<file path="src/rtl/rom_scan_pkg.sv">
// Shared types and default sizes for the ROM scan controller.
// Holds the scan FSM state type, the default widths and the largest
// supported extra ROM read latency.
package rom_scan_pkg;

    localparam int ADDR_W      = 8;
    localparam int DATA_W      = 32;
    localparam int ACC_W       = 32;
    localparam int ROM_LAT_MAX = 3;

    typedef enum logic [1:0] {
        ST_IDLE  = 2'd0,
        ST_FETCH = 2'd1,
        ST_DRAIN = 2'd2,
        ST_DONE  = 2'd3
    } scan_state_t;

endpackage

</file>
<file path="src/rtl/scan_valid_pipe.sv">
// Valid-tag shift register that tracks ROM reads through the ROM latency.
// A 1 pushed in emerges on tag_out DEPTH edges later; in_flight is high
// while any stage still holds a tag.
module scan_valid_pipe #(
    parameter int DEPTH = 1
) (
    input  logic clk,
    input  logic rst,
    input  logic tag_in,
    output logic tag_out,
    output logic in_flight
);

    logic [DEPTH-1:0] stage_reg;
    logic [DEPTH-1:0] stage_next;

    // Stage 0 takes the new tag, every later stage takes its predecessor.
    assign stage_next[0] = tag_in;
    generate
        for (genvar gi = 1; gi < DEPTH; gi++) begin : g_shift
            assign stage_next[gi] = stage_reg[gi-1];
        end
    endgenerate

    // Advance the tags one stage per clock; reset drops everything in flight.
    always_ff @(posedge clk or posedge rst) begin
        if (rst) begin
            stage_reg <= '0;
        end else begin
            stage_reg <= stage_next;
        end
    end

    assign tag_out   = stage_reg[DEPTH-1];
    assign in_flight = |stage_reg;

endmodule

</file>
<file path="src/rtl/rom_scan_ctrl.sv">
// ROM scan sequencer: on start, reads ROM addresses 0..count-1 at one word
// per cycle, sums the returned words into score and pulses done once the
// last add has landed.
// Optional build macro ROM_SCAN_SAT_EN: score saturates to all-ones on a
// carry out instead of wrapping (overflow is flagged either way).
module rom_scan_ctrl
    import rom_scan_pkg::*;
#(
    parameter int ADDR_W  = rom_scan_pkg::ADDR_W,
    parameter int DATA_W  = rom_scan_pkg::DATA_W,
    parameter int ACC_W   = rom_scan_pkg::ACC_W,
    parameter int ROM_LAT = 0
) (
    input  logic              clk,
    input  logic              rst,
    input  logic              start,
    input  logic [ADDR_W:0]   count,
    output logic [ADDR_W-1:0] rom_addr,
    input  logic [DATA_W-1:0] rom_data,
    output logic              busy,
    output logic              done,
    output logic [ACC_W-1:0]  score,
    output logic              overflow
);

    // Latency outside the supported range is pinned to the maximum.
    localparam int LAT = (ROM_LAT > ROM_LAT_MAX) ? ROM_LAT_MAX : ROM_LAT;

    scan_state_t       state_reg;
    logic [ADDR_W-1:0] fetch_idx_reg;
    logic [ADDR_W-1:0] last_idx_reg;
    logic [ADDR_W-1:0] last_idx_next;
    logic              start_accept;
    logic              fetch_push;
    logic              tag_out;
    logic              pipe_busy;
    logic [DATA_W-1:0] data_reg;
    logic              data_valid_reg;
    logic [ACC_W:0]    sum_wide;

    assign start_accept = (state_reg == ST_IDLE) && start;
    assign fetch_push   = (state_reg == ST_FETCH);

    // Any count of 2^ADDR_W or more scans the full ROM, so the last address
    // is all-ones; otherwise it is count-1 (unused when count is 0).
    assign last_idx_next = count[ADDR_W] ? '1 : (count[ADDR_W-1:0] - 1'b1);

    scan_valid_pipe #(
        .DEPTH (LAT + 1)
    ) u_valid_pipe (
        .clk       (clk),
        .rst       (rst),
        .tag_in    (fetch_push),
        .tag_out   (tag_out),
        .in_flight (pipe_busy)
    );

    // Scan FSM with registered address, busy and done outputs.
    // An empty run goes through DRAIN: the pipe is already empty, so it
    // reaches DONE one edge later with nothing ever read.
    always_ff @(posedge clk or posedge rst) begin
        if (rst) begin
            state_reg     <= ST_IDLE;
            fetch_idx_reg <= '0;
            last_idx_reg  <= '0;
            rom_addr      <= '0;
            busy          <= 1'b0;
            done          <= 1'b0;
        end else begin
            case (state_reg)
                ST_IDLE: begin
                    done <= 1'b0;
                    if (start) begin
                        busy          <= 1'b1;
                        fetch_idx_reg <= '0;
                        last_idx_reg  <= last_idx_next;
                        rom_addr      <= '0;
                        state_reg     <= (count == '0) ? ST_DRAIN : ST_FETCH;
                    end
                end
                ST_FETCH: begin
                    // Address k goes out on this edge while its tag enters the pipe.
                    rom_addr      <= fetch_idx_reg;
                    fetch_idx_reg <= fetch_idx_reg + 1'b1;
                    if (fetch_idx_reg == last_idx_reg) begin
                        state_reg <= ST_DRAIN;
                    end
                end
                ST_DRAIN: begin
                    // Once the pipe is empty the capture stage holds the last
                    // word, so the final add lands on the same edge as done.
                    if (!pipe_busy) begin
                        state_reg <= ST_DONE;
                        done      <= 1'b1;
                    end
                end
                ST_DONE: begin
                    done      <= 1'b0;
                    busy      <= 1'b0;
                    state_reg <= ST_IDLE;
                end
                default: begin
                    state_reg <= ST_IDLE;
                end
            endcase
        end
    end

    assign sum_wide = {1'b0, score} + {{(ACC_W + 1 - DATA_W){1'b0}}, data_reg};

    // Capture stage and accumulator; the score is cleared by an accepted start.
    always_ff @(posedge clk or posedge rst) begin
        if (rst) begin
            data_reg       <= '0;
            data_valid_reg <= 1'b0;
            score          <= '0;
            overflow       <= 1'b0;
        end else if (start_accept) begin
            data_valid_reg <= 1'b0;
            score          <= '0;
            overflow       <= 1'b0;
        end else begin
            data_valid_reg <= tag_out;
            if (tag_out) begin
                data_reg <= rom_data;
            end
            if (data_valid_reg) begin
                overflow <= overflow | sum_wide[ACC_W];
`ifdef ROM_SCAN_SAT_EN
                score <= sum_wide[ACC_W] ? '1 : sum_wide[ACC_W-1:0];
`else
                score <= sum_wide[ACC_W-1:0];
`endif
            end
        end
    end

endmodule

</file>
<file path="config.mk">
export PLATFORM = sky130hd
export DESIGN_NAME = rom_scan_ctrl
export DESIGN_NICKNAME = d
export VERILOG_FILES = /design/src/rtl/rom_scan_pkg.sv /design/src/rtl/scan_valid_pipe.sv /design/src/rtl/rom_scan_ctrl.sv
export SDC_FILE = /design/constraint.sdc
export NUM_CORES = 1
export LEC_CHECK = 0
export CORE_AREA = 2 2 107 109
export DETAILED_ROUTE_END_ITERATION = 10
export DIE_AREA = 0 0 109 111
export DONT_BUFFER_PORTS = 1
export GPL_TIMING_DRIVEN = 0
export PLACE_DENSITY = 0.69
export SYNTH_ARGS = -nofsm -noshare
export SYNTH_HDL_FRONTEND = slang
export SYNTH_SLANG_ARGS = --single-unit
</file>
<file path="constraint.sdc">
create_clock -name clk -period 4.2 [get_ports clk]
set_clock_uncertainty 0.05 [all_clocks]
set_input_delay 0.63 -clock clk [delete_from_list [all_inputs] [get_ports clk]]
set_output_delay 0.63 -clock clk [all_outputs]
set_load 0.1 [all_outputs]
</file>
==> reports/qor.csv, run 1 <==
metric;value;unit
outcome;finished, final reports clean;
r2r_start;score[0];
die_y;111;um
ys_warn_count;0;
fin_nets;690;
pre_cts_ws;646;ps
worstSetupEndpointType;flip-flop;
hold_path.class;in2async;
gp_congestion;0.872;
crit_type;reg2reg;
synth_area_leader_cell;dfrtp_1;
cts.sinks;95;
hold_viol;0;
clock_latency;350;ps
ant_nets;0;
std_cell_rows;39;
tritoncts;yes;
drv_cap;0;
critical-path-top-delay-family;compound AO/OA/AOI/OAI gates;
vias;4633;
dp_hpwl;10600;um
drt-total-wl;14000;um
r2r_cells;9;
path_max_fanout;6;
die_w;109;um
synth_enable_flop_cells;0;
fp.coreArea;0.0111;sq mm
initial_core_util;52.8;%
drtIter0Drc;156;
root_buffer;clkbuf_16;
hold_buffers;0;
ys_ff_latch;95;
fillers;996;
cts_inserted_buffers;9;
grt_pass1_wl;23700;um
grt_overflow_total;0;
relSlewSlack;33.4;%
drive_gt1_share;11.0;%
cts_resized;0;
synth_area_leaders;dfrtp_1 41%, ha_1 8.1%, mux2_2 6.4%;
required;4390;ps
drc;0;
grt_pass1_vias;4745;
wl_per_cell;18.6;um
r2r_slack;610;ps
placedCellCount;739;
synth_ff_type;dfrtp_1;
slew_viol_final;0;
worstMarginPinSlew;999;ps
drtPass1Iterations;5;
synth_seq_area_share;40.6;%
synthCells;595;
grt_max_degree;60;
via_per_inst;6.14;
path_clk_slew;70;ps
async_reset_ff_share;100;%
syn_nets;678;
htreeDepth;3;
cts_setup_buffers;0;
netlist_area;0.00585;sq mm
rsz0062_at_grt;false;
cp_cell_sequence;ha_1 > fa_1 > a21o_1 > a221oi_4 > o211ai_4 > a211o_1 > a2111oi_1 > nor2_1 > o21a_1;
final_util;57.7;%
clock_path_buffers;2;
die_area;0.0121;sq mm
setup_viol;0;
fin_cells;754;
avgSynthCellArea;9.83;sq um
ys_types;70;
io_buffers;0;
critPathMaxStageDelay;750;ps
period_needed;3590;ps
antenna_found_initial;0;
min_period_over_period;85.5;%
critical_path_buf_inv_count;0;
synth_top_area_share;40.6;%
cp.depth;9;
worst_ep_arrival_time;3780;ps
ios;87;
final.setup.tns;0;ps
timing.rr.end;overflow;
antenna_cells;0;
setup_slack;611;ps
max_clock_freq;0.279;GHz
grt_usage;24.9;%
cp_slowest_cell;dfrtp_1;
crit_path_start_kind;flip-flop;
syn_to_final_growth;9.30;%
cell families after synthesis:
kind of cell    after synthesis  share of synthesized area [%]
simple gates                172                           14.1
flops                        95                           40.6
xor+xnor                     38                           5.69
buf+inv                      46                           3.14
compound gates              156                           18.9
mux                          49                           9.09
fa+ha+maj                    39                           8.47
routing by layer:
layer  GRT usage [%]  vias up  routed length (um)
li1                -     2204                   -
met1            32.2     2283                6110
met2            40.2      127                6870
met3            6.47       19                 827
met4            8.46        0                 229
met5               0        -                   0
cells in the final DEF, fill, tap and decap left out, types with 15 or more instances in the layout:
cell type,instances
mux2_2,33
o21ai_0,35
xnor2_1,25
nand3_1,15
a21oi_1,40
ha_1,38
inv_1,16
nand2_1,42
mux2i_1,16
a21o_1,16
dfrtp_1,95
clkbuf_1,23
nor2_1,59
area by class of cell:
cell class	instances	area [sq um]	area share [%]
clock inverters	6	110	1.72
repair buffers	1	27.5	0.430
flip-flops and latches	95	2380	37.2
well taps	143	179	2.80
plain buffers	29	120	1.88
clock buffers	9	225	3.52
multi-input cells	454	3290	51.4
inverters	17	66.3	1.04
Yosys cell counts, drive strengths merged, types with 3 or more instances:
cell / n
a2111oi: 6
a21o: 17
a21oi: 40
a22o: 9
a31oi: 7
and2: 4
and3: 3
and4: 4
buf: 5
clkbuf: 24
dfrtp: 95
ha: 38
inv: 17
mux2: 33
mux2i: 16
nand2: 42
nand3: 15
nand4: 14
nor2: 59
nor3: 9
nor4: 3
o2111ai: 3
o21a: 4
o21ai: 37
o21bai: 4
o31ai: 7
or3: 4
xnor2: 25
xor2: 13
metrics by stage:
| step | hold WS [ps] | area, sq um |
|---|---|---|
| 2_1_floorplan | 435 | 5850 |
| 3_3_place_gp | 446 | 6030 |
| 3_5_place_dp | 451 | 6060 |
| 4_1_cts | 134 | 6390 |
| 5_1_grt | 166 | 6390 |
| 6_report | 120 | 6390 |
worst max path at each step:
stage,slack (ps),from,end
finish,610,score[0],overflow
CTS,620,score[0],overflow
floorplan,950,score[0],overflow
detailed placement,650,score[0],overflow
global placement,20,rst,data_reg[2]
global route,490,score[0],overflow
Power of run 1 is left out: the tool's default activity adds up to more than one toggle a clock period on the data nets, which glitch-free logic cannot reach.
==> inputs of run 2 (changes only) <==
Settings changed: CELL_PAD_IN_SITES_DETAIL_PLACEMENT from default to 0, CELL_PAD_IN_SITES_GLOBAL_PLACEMENT from default to 1, CORE_AREA 2 2 107 109 to 2 2 112 114, DIE_AREA 0 0 109 111 to 0 0 114 116, PLACE_DENSITY 0.69 to default, PLACE_DENSITY_LB_ADDON from default to 0.1.
==> reports/qor.csv, run 2 (same netlist as run 1, synthesis figures left out) <==
metric;value;unit
root_buffer;clkbuf_16;
cts_inserted_buffers;9;
r2r_start;score[0];
gp_congestion;0.844;
multiInputGateArea;0.00329;sq mm
die_w;114;um
timing.rr.end;overflow;
final_common_cell;dfrtp_1;
mostFrequentLayoutCells;95 x dfrtp_1, 59 x nor2_1, 42 x nand2_1;
worstSetupEndpointType;flip-flop;
hold_path.class;in2async;
dp_hpwl;10600;um
drt-total-wl;14200;um
path_max_fanout;6;
grt_usage;22.4;%
worst_ep_arrival_time;3740;ps
grt_overflow_total;0;
drtIter0Drc;232;
hold_viol;0;
fp.coreArea;0.0119;sq mm
required;4400;ps
antenna_cells;0;
design_area;0.00636;sq mm
fin_cells;759;
rsz0062_at_grt;false;
crit_path_start_kind;flip-flop;
drive_gt1_share;10.9;%
fin_nets;690;
ant_nets;0;
setup_viol;0;
via_per_inst;5.99;
crit_type;reg2reg;
cp_cell_sequence;ha_1 > fa_1 > a21o_1 > a221oi_4 > o211ai_4 > a211o_1 > a2111oi_1 > nor2_1 > o21a_1;
crit_end;overflow;
grt_pass1_wl;23000;um
outcome;finished, final reports clean;
fillers;1138;
tritoncts;yes;
slew_viol_final;0;
initial_core_util;49.1;%
grt_max_degree;63;
r2r_cells;9;
hold_buffers;0;
cts_resized;0;
drv_cap;0;
vias;4546;
period_needed;3550;ps
clock_latency;350;ps
syn_to_final_growth;8.79;%
clock_path_buffers;2;
post_dp_cell_area;0.00606;sq mm
cp-startpoint;score[0];
std_cell_rows;40;
relSlewSlack;32.8;%
die_area;0.0132;sq mm
drtPass1Iterations;4;
grt_pass1_vias;4509;
drc;0;
cts.sinks;95;
min_period_over_period;84.4;%
cp_slowest_cell;dfrtp_1;
cts_setup_buffers;0;
worstMarginPinSlew;1010;ps
max_clock_freq;0.282;GHz
placedCellCount;743;
die_y;116;um
path_clk_slew;70;ps
htreeDepth;3;
io_buffers;0;
ff_latch_area;0.00238;sq mm
final.setup.tns;0;ps
final_util;53.4;%
critPathMaxStageDelay;750;ps
ios;87;
wl_per_cell;18.6;um
r2r_slack;650;ps
antenna_found_initial;0;
==> run 2: final cells by class <==
class | instances | area share (%)
multi-input cells | 454 | 51.7
flip-flops and latches | 95 | 37.4
clock buffers | 11 | 3.81
well taps | 147 | 2.89
plain buffers | 29 | 1.89
inverters | 17 | 1.04
clock inverters | 5 | 0.904
repair buffers | 1 | 0.432
==> run 2: metal layers <==
layer  up-vias  track usage [%]  wire length (um)
li1       2213                -                 -
met1      2214             28.8              6510
met2       101             36.9              6610
met3        18             5.23               741
met4         0             8.29               293
met5         -                0                 0
==> run 2: worst min-delay path by stage <==
| stage | cells past startpoint | endpoint | slack (ps) | from |
|---|---|---|---|---|
| after floorplan | 1 | data_reg[29] | 430 | data_reg[29] |
| after global placement | 1 | data_reg[0] | 450 | data_reg[0] |
| after detailed placement | 1 | data_reg[0] | 450 | data_reg[0] |
| after CTS | 1 | data_reg[0] | 110 | rst |
| after global routing | 1 | data_reg[0] | 140 | rst |
| final | 1 | data_reg[0] | 100 | rst |
==> run 2: worst max-delay path: cells and delay by family, from the launching register on <==
kind / cells / cell delay, ps
fa+ha+maj: 2 / 850
flops: 1 / 750
compound gates: 6 / 1680
simple gates: 1 / 100
==> run 2: per-stage QoR <==
stage	setup slack, ps	hold slack (ps)
floorplan	954	435
global placement	7.42	446
detailed placement	661	451
CTS	644	113
global route	501	139
finish	654	105
Power of run 2 is left out for the same reason.
==> inputs of run 3 (changes only) <==
Settings changed: CORE_AREA 2 2 112 114 to 2 2 118 120, DIE_AREA 0 0 114 116 to 0 0 120 122.
Clock period 4.2 ns to 3.25 ns, I/O delays scaled along.
==> reports/qor.csv, run 3 (same netlist as run 1, synthesis figures left out) <==
metric;value;unit
grt_usage;21.4;%
die_area;0.0146;sq mm
crit_path_start_kind;flip-flop;
clock_path_buffers;2;
drtPass1Iterations;4;
required;3440;ps
mostFrequentLayoutCells;70 x dfrtp_1, 59 x nor2_1, 42 x nand2_1;
hold_path.startpoint;count[0];
antenna_found_initial;1;
cp_slowest_cell;dfrtp_4;
syn_to_final_growth;10.9;%
final_common_cell;dfrtp_1;
worstHoldPathCells;1;
grt_pass1_wl;24400;um
relSlewSlack;32.7;%
die_y;122;um
fin_nets;693;
root_buffer;clkbuf_16;
clock_latency;350;ps
gp_congestion;0.835;
worstMarginPinSlew;1010;ps
antenna_cells;0;
path_max_fanout;6;
wl_per_cell;18.8;um
grt_max_degree;66;
ant_nets;0;
hold_viol;0;
setup_viol;0;
die_w;120;um
grt_pass1_vias;4598;
drc;0;
r2r_start;score[0];
grt_overflow_total;0;
drv_cap;0;
whs;176;ps
min_period_over_period;96.2;%
hold_path.class;in2reg;
htreeDepth;3;
fp.coreArea;0.0135;sq mm
drive_gt1_share;16.4;%
via_per_inst;5.69;
path_clk_slew;70;ps
tritoncts;yes;
io_buffers;0;
cp-startpoint;score[0];
critPathMaxStageDelay;630;ps
vias;4527;
worst_ep_arrival_time;3320;ps
cp_cell_sequence;ha_4 > fa_1 > a21o_1 > a221oi_4 > o211ai_4 > a211o_1 > a2111oi_2 > nor2_1 > o21a_1;
drtIter0Drc;140;
crit_type;reg2reg;
cts_inserted_buffers;9;
cts.sinks;95;
drt-total-wl;14900;um
outcome;finished, final reports clean;
r2r_slack;120;ps
rsz0062_at_grt;false;
slew_viol_final;0;
r2r_cells;9;
max_clock_freq;0.320;GHz
period_needed;3130;ps
ios;87;
final.setup.tns;0;ps
worstSetupEndpointType;flip-flop;
std_cell_rows;43;
dp_hpwl;11200;um
initial_core_util;43.3;%
-- run 3: cell types whose count changed in the layout (fill, tap and decap cells not counted), sizes merged --
cell         delta
dlygate4sd3     +1
inv             +2
bufinv          -1
buf             +2
clkinv          +1
clkbuf          -1
clkinvlp        -1
-- run 3: what timing repair did --
item | 4_1_cts | 5_1_grt
pin swaps | 1 | 4
endpoints found under the setup margin | 12 | 8
buffers inserted | 0 | 2
hold buffers | 1 | 0
endpoints found under the hold margin | 30 | 0
gates cloned | 0 | 0
gates resized for setup | 17 | 22
-- run 3: critical path, delay by kind of cell, from the launching register on --
family                     cells  cell delay, ps
DFF                            1             630
and+or+nand+nor                1              80
adders and majority gates      2             640
AOI/OAI and AO/OA              6            1610
-- run 3: worst paths after layout --
path                              endpoint
max                               overflow
max reg2reg                       overflow
min in group asynchronous      rom_addr[0]
max in group asynchronous        score[20]
min                        last_idx_reg[0]
min reg2reg                    data_reg[4]
-- run 3: area by class of cell --
class / count / area (sq um)
buffer: 29 / 120
sequential: 95 / 2420
tap: 180 / 225
clock inverter: 6 / 42.5
multi-input combinational: 454 / 3320
fill: 1287 / 7010
inverter: 17 / 66.3
timing repair buffer: 4 / 52.6
clock buffer: 10 / 239
-- run 3: through the flow --
step / utilization, % / setup slack, ps / instance area, sq um / instances
3_5_place_dp: 45.2 / -292 / 6110 / 776
6_report: 48.1 / 124 / 6490 / 795
3_3_place_gp: 45.0 / -916 / 6080 / 775
4_1_cts: 47.5 / -13.5 / 6420 / 793
2_1_floorplan: - / 3.84 / 5850 / 595
5_1_grt: 48.1 / 5.56 / 6490 / 795
-- run 3: layer usage --
metal  vias to the layer above  global-route usage [%]  share of wire (%)
li1                       2210                       -                  -
met1                      2206                    27.4                 46
met2                        94                    35.3                 47
met3                        15                    5.06                5.3
met4                         2                    7.57                1.5
met5                         -                       0              0.087
Power of run 3 is left out for the same reason.
